[src/rtl/mux_nto1_stream.sv]
// N:1 word multiplexer with valid/ready on every channel, addressed or round-robin selection and one output register.
// Optional: define MUX_STALL_CNT_EN to add a saturating 16-bit stall_cnt output.
module mux_nto1_stream #(
    parameter int WIDTH = 32,
    parameter int N     = 32,
    parameter int SELW  = $clog2(N)
) (
    input  logic                 clk,
    input  logic                 reset,
    input  logic                 mode,
    input  logic [SELW-1:0]      address,
    input  logic [N*WIDTH-1:0]   in_data,
    input  logic [N-1:0]         in_valid,
    output logic [N-1:0]         in_ready,
    output logic [WIDTH-1:0]     out_data,
    output logic                 out_valid,
    input  logic                 out_ready,
    output logic [SELW-1:0]      out_src
`ifdef MUX_STALL_CNT_EN
   ,output logic [15:0]          stall_cnt
`endif
);

    localparam logic [SELW:0]   N_EXT    = (SELW+1)'(N);
    localparam logic [SELW-1:0] LAST_IDX = SELW'(N - 1);

    logic [WIDTH-1:0] out_data_q,  out_data_d;
    logic             out_valid_q, out_valid_d;
    logic [SELW-1:0]  out_src_q,   out_src_d;
    logic [SELW-1:0]  rr_last_q,   rr_last_d;

    logic             rr_found;
    logic [SELW-1:0]  rr_idx;
    logic [SELW-1:0]  rr_cand;
    logic             grant_valid;
    logic [SELW-1:0]  grant_idx;
    logic             load;
    logic             transfer;
    logic [WIDTH-1:0] sel_data;

    // Scan starts one past the last round-robin winner and wraps modulo N, so non-power-of-two N works.
    always_comb begin
        rr_found = 1'b0;
        rr_idx   = rr_last_q;
        rr_cand  = '0;
        for (int i = 1; i <= N; i++) begin
            rr_cand = SELW'((int'(rr_last_q) + i) % N);
            if (!rr_found && in_valid[rr_cand]) begin
                rr_found = 1'b1;
                rr_idx   = rr_cand;
            end
        end
    end

    always_comb begin
        grant_valid = 1'b0;
        grant_idx   = '0;
        if (mode) begin
            grant_valid = rr_found;
            grant_idx   = rr_idx;
        end else if (({1'b0, address} < N_EXT) && in_valid[address]) begin
            grant_valid = 1'b1;
            grant_idx   = address;
        end
    end

    assign load     = !out_valid_q || out_ready;
    assign transfer = grant_valid && load;
    assign sel_data = in_data[grant_idx*WIDTH +: WIDTH];

    always_comb begin
        in_ready = '0;
        if (transfer) begin
            in_ready[grant_idx] = 1'b1;
        end
    end

    // A drain with no simultaneous transfer clears valid but keeps the last data and source.
    always_comb begin
        out_data_d  = out_data_q;
        out_valid_d = out_valid_q;
        out_src_d   = out_src_q;
        rr_last_d   = rr_last_q;
        if (transfer) begin
            out_data_d  = sel_data;
            out_valid_d = 1'b1;
            out_src_d   = grant_idx;
            if (mode) begin
                rr_last_d = grant_idx;
            end
        end else if (load) begin
            out_valid_d = 1'b0;
        end
    end

    always_ff @(posedge clk or posedge reset) begin
        if (reset) begin
            out_data_q  <= '0;
            out_valid_q <= 1'b0;
            out_src_q   <= '0;
            rr_last_q   <= LAST_IDX;
        end else begin
            out_data_q  <= out_data_d;
            out_valid_q <= out_valid_d;
            out_src_q   <= out_src_d;
            rr_last_q   <= rr_last_d;
        end
    end

    assign out_data  = out_data_q;
    assign out_valid = out_valid_q;
    assign out_src   = out_src_q;

`ifdef MUX_STALL_CNT_EN
    logic [15:0] stall_cnt_q, stall_cnt_d;

    always_comb begin
        stall_cnt_d = stall_cnt_q;
        if (out_valid_q && !out_ready && (stall_cnt_q != 16'hFFFF)) begin
            stall_cnt_d = stall_cnt_q + 16'd1;
        end
    end

    always_ff @(posedge clk or posedge reset) begin
        if (reset) begin
            stall_cnt_q <= '0;
        end else begin
            stall_cnt_q <= stall_cnt_d;
        end
    end

    assign stall_cnt = stall_cnt_q;
`endif

endmodule
[config.mk]
export PLATFORM = sky130hd
export DESIGN_NAME = mux_nto1_stream
export DESIGN_NICKNAME = d
export VERILOG_FILES = /design/src/rtl/mux_nto1_stream.sv
export SDC_FILE = /design/constraint.sdc
export NUM_CORES = 1
export LEC_CHECK = 0
export BUFFER_PORTS_ARGS = -buffer_cell sky130_fd_sc_hd__buf_2
export CAP_MARGIN = 20
export CORE_AREA = 5 5 438 440
export CTS_CLUSTER_DIAMETER = 50
export DETAILED_ROUTE_END_ITERATION = 12
export DIE_AREA = 0 0 443 445
export SLEW_MARGIN = 20
export SYNTH_ARGS = -nofsm -noshare
export SYNTH_HDL_FRONTEND = slang
export SYNTH_SLANG_ARGS = --single-unit
[constraint.sdc]
create_clock -name clk -period 11.8 [get_ports clk]
set_clock_uncertainty 0.2 [all_clocks]
set_input_delay 2.36 -clock clk [delete_from_list [all_inputs] [get_ports clk]]
set_output_delay 2.36 -clock clk [all_outputs]
set_load 0.01 [all_outputs]
# After elaboration in Yosys (flattened, before gate mapping)
# Index checks and enable logic that the tools add are counted.
[word_totals]
inputBits = 1065
out_inout_bits = 70
elab_cells = 279
ff_bits = 43
[op_classes]
shifts = 1
magnitude_cmp = 35
n_addsub = 32
n_reduce_logical = 68
mux = 139
[op_table]
columns = ["operator", "count"]
rows = [
  ["$shiftx A1024 B11 Y32", 1],
  ["$lt A5 B6 Y1 const B", 34],
  ["$mux W5", 34],
  ["$bmux W1 S5", 33],
  ["$add A5 B5 Y5 const B", 16],
  ["$mux W1", 70],
  ["$add A5 B4 Y5 const B", 8],
  ["$logic_and A1 B1 Y1", 33],
  ["$logic_not A1 Y1", 32],
  ["$mux W32", 1],
  ["$add A5 B3 Y5 const B", 4],
  ["$add A5 B1 Y5 const B", 2],
  ["$add A5 B2 Y5 const B", 2],
  ["$demux W1 S5", 1],
  ["$ge A5 B1 Y1 const B", 1],
  ["$reduce_and A2 Y1", 1],
  ["$reduce_bool A2 Y1", 1],
  ["$logic_or A1 B1 Y1", 1],
]

# Logic depth before layout (Yosys ltp)
[logic_depth]
ltp_word = 103
depth_mapped = 28
ltp_nobuf = 17

# Least setup slack after synthesis
# OpenSTA, ideal clock, no wires.
[synth_path]
path_kind = "input port to output port"
startpoint = "input in_valid[3]"
endpoint = "output in_ready[22]"
path_buffers = 3
path_stages = 16
arrival_ns = 6.592
required_ns = 9.240
path_slack_ns = 2.648
path_cell_list = "mux4_2 mux2_2 mux4_2 inv_2 nand4_2 nor4b_4 nand4_2 o41ai_1 a311o_1 o22ai_1 nor2_4 buf_2 buf_2 buf_4 nand3_1 nor3_1"
[synth_via]
elab_chain_cells = 102
elab_cells_between_ends = 203
cone_classes = "2 x order compare; 137 x mux; 64 x reduce/logical"
[synth_lines]
columns = ["item", "line_no", "source"]
rows = [
  ["start, declared", "13", "input logic [N-1:0] in_valid,"],
  ["$bmux W1 S5", "48", "if (!rr_found && in_valid[rr_cand]) begin"],
  ["$mux W1 (not written as such)", "48", ""],
  ["$mux W1", "48", ""],
  ["$logic_not A1 Y1", "48", ""],
  ["$logic_and A1 B1 Y1", "48", ""],
  ["$mux W1", "48", ""],
  ["$logic_not A1 Y1", "48", ""],
  ["$logic_and A1 B1 Y1", "48", ""],
  ["[86 not listed]", "--", ""],
  ["$logic_and A1 B1 Y1", "48", ""],
  ["$mux W5", "48", ""],
  ["$mux W5", "58", "if (mode) begin"],
  ["$lt A5 B6 Y1 (not written as such) / $ge A5 B1 Y1 (equally long branches)", "74", "in_ready[grant_idx] = 1'b1;"],
  ["$logic_and A1 B1 Y1 (not written as such)", "74", ""],
  ["$mux W1 (not written as such)", "74", ""],
  ["$demux W1 S5", "74", ""],
  ["$mux W32 (*)", "73", "if (transfer) begin"],
  ["end, declared", "14", "output logic [N-1:0] in_ready,"],
]
# Every way passes the cells marked *; elsewhere a longest branch is shown, timed or not. The select of a mux whose other input is x is not followed.

# Worst setup path after layout
[layout_path]
startpoint = "input in_valid[6]"
endpoint = "output in_ready[23]"
# Same word-level chain as after synthesis.

==> out/metrics.csv <==
stage,metric,value,unit
status,outcome,finished clean,
sta,rsz0062_at_grt,no,
grt,grt_overflow,0,
job,maxCapViolCount,0,
clock_tree,cts.reportedPaths.clkPinSlew,0.13,ns
floorplan,fp.dieArea,197000,um^2
logic_synthesis,synthSimpleGateAreaFrac,44.2,%
route,wl_per_cell,34.6,um
sta,drv_slew,0,
route,routed-via-count,28954,
sta,min_period,10.60,ns
final_layout,drive_gt1_share,37.8,%
grt,grt_antenna_before_repair,116,
sta,fmax,94.3,MHz
route,drt-initial-drc-count,3356,
critical_path,worstSetupStartpointType,input pin,
logic_synthesis,yosysUniqueCellTypes,103,
route,postRouteAntennaNets,0,
final_layout,nFillCells,21878,
worst_hold_path,hold_path.class,reg2reg,
logic_synthesis,yosys_register_bits,43,
sta,worst_pin_slew,1.07,ns
route,firstDrtPassIters,6,
logic_synthesis,syn-num-nets,3981,
logic_synthesis,ys_top_cells_by_area,"nand2_1, nand3_1, mux2i_1",
floorplan,rows,159,
critical_path,path_class,in2out,
logic_synthesis,synth.most_common_cell,nand2_1,
clock_tree,post_cts_resized,0,
sta,hold_viol,0,
floorplan,fp.dieH,445,um
placed_design,port_buffers,1134,
grt,grtUsageTotal,21.5,%
floorplan,die_w,443,um
logic_synthesis,synth_top_area_share,18.3,%
final_layout,finish.net_count,5003,
logic_synthesis,synthFlopType,dfrtp_1,
clock_tree,cts_setup_buffers,0,
route,wl,225000,um
grt,grt_pass1_vias,27322,
logic_synthesis,synthTopCellsByCount,"nand2_1, nand3_1, mux2i_1",
logic_synthesis,syn_area,18500,um^2
grt,grt_pass1_wl,282000,um
sta,totalNegativeSetupSlack,0,ns
clock_tree,cts_hold_buf,0,
clock_tree,cts_tree,done,
placed_design,hpwl,196000,um
logic_synthesis,synth_area_leader_cell,nand2_1,
critical_path,required,9.24,ns
logic_synthesis,yosysSeqAreaShare,5.85,%
logic_synthesis,muxShareOfSynthArea,25.8,%
grt,grt_max_degree,127,
clock_tree,cts_sinks,43,
sta,setup_viol,0,
route,via_per_inst,4.45,
floorplan,start_util,9.88,%
logic_synthesis,synth-compound-area-share,14.9,%
floorplan,pin_count,1135,
final_layout,area.growth.synth_to_final,50.0,%
route,drcViolationCount,0,
clock_tree,htreeDepth,2,
critical_path,crit_fanout,10,
logic_synthesis,synth_adder_area_share,0.879,%
sta,relSlewSlack,28.3,%
placed_design,gp_congestion,1.03,
critical_path,end_kind,primary output,
logic_synthesis,synth_top_family_by_area,simple AND/OR/NAND/NOR gates,
clock_tree,clock_latency,0.40,ns
critical_path,worstPathArrival,8.04,ns
logic_synthesis,yosys.area_share.xor_xnor,1.45,%
clock_tree,cts_buffers,5,
logic_synthesis,async_flop_share,100,%
floorplan,fp.coreArea,187000,um^2
logic_synthesis,synth_area_per_cell,6.37,um^2
clock_tree,cts-root-buf,clkbuf_16,
logic_synthesis,syn-instance-count,2903,
clock_tree,clockBufferDepth,2,
logic_synthesis,yosysWarnings,0,
logic_synthesis,synth-edff-count,0,
sta,period_share,89.8,%
worst paths after layout:
check / start / slack, ns / endpoint / cells past startpoint
max: in_valid[6] / 1.20 / in_ready[23] / 14
min: out_data[18] / 0.31 / out_data[18] / 1
max reg2reg: rr_last_q[1] / 2.18 / out_data[11] / 20
min reg2reg: out_data[18] / 0.31 / out_data[18] / 1
max in group asynchronous: reset / 8.54 / out_data[0] / 3
min in group asynchronous: reset / 1.67 / out_data[15] / 2
flip-flops by register name, summed over array words and instances (netlist names):
name	count
out_data	32
out_src	5
rr_last_q	5
out_valid	1
cells in the final DEF, fill, tap and decap left out, drive strengths merged, types with 10 or more instances in the layout:
cell type and count:
diode 91, nand4 31, o21ai 57, a211oi 16, o22ai 13, and4 17
ha 13, nor3 45, dfrtp 38, xnor2 23, o211ai 13, mux2i 214
nand2 904, mux2 47, inv 29, and3 27, nor4 13, o22a 10
a21oi 59, nor2 131, a22oi 25, a31oi 53, mux4 92, buf 1258
nand3 578, nand2b 16
metal layers:
layer  global-route usage (%)  wire [um]
met2                     35.0     105000
met1                     26.9      90800
met4                     11.2      13400
met3                     4.08      16000
met5                        0        219
kinds of logic after synthesis:
group                    Yosys count
buffers and inverters            274
multiplexers                     353
adder cells (fa/ha/maj)           13
AND/OR/NAND/NOR                 1805
flip-flops                        43
AO/OA/AOI/OAI                    387
XOR/XNOR                          28
stage by stage:
stage                     util [%]  cell area (um^2)  std cells  hold WS [ns]  worst slack, ns
final                         14.8             27800       6512         0.314             1.20
after global routing          14.8             27700       6485         0.333             1.00
after CTS                     14.7             27500       6421         0.319             1.34
after detailed placement      14.6             27400       6413         0.287             1.34
after global placement        14.6             27400       6413         0.279             1.05
after floorplan                  -             18500       2903         0.335             2.65
worst max-delay path, cell delays in order:
cell	delay, ns
buf_2	0.17
mux4_2	0.59
mux4_2	0.64
mux2_2	0.35
nor4_2	0.89
nand4b_1	0.36
a211oi_1	0.31
a41oi_1	0.10
a211oi_1	0.77
nor3_1	0.26
nor2_4	0.42
nand3_1	0.38
nor3_1	0.23
buf_2	0.17
area by class of cell:
class / count / area [um^2] / area share [%]
Multi-Input combinational cell: 2586 / 16300 / 58.8
Timing Repair Buffer: 1258 / 6730 / 24.3
Tap cell: 2495 / 3120 / 11.2
Sequential cell: 43 / 1080 / 3.90
Antenna cell: 91 / 228 / 0.820
Clock buffer: 5 / 125 / 0.451
Inverter: 31 / 119 / 0.428
Clock inverter: 3 / 23.8 / 0.0857
Power is not shown: default switching activity piles up to over one toggle a cycle in this logic, so the estimate is an artifact.
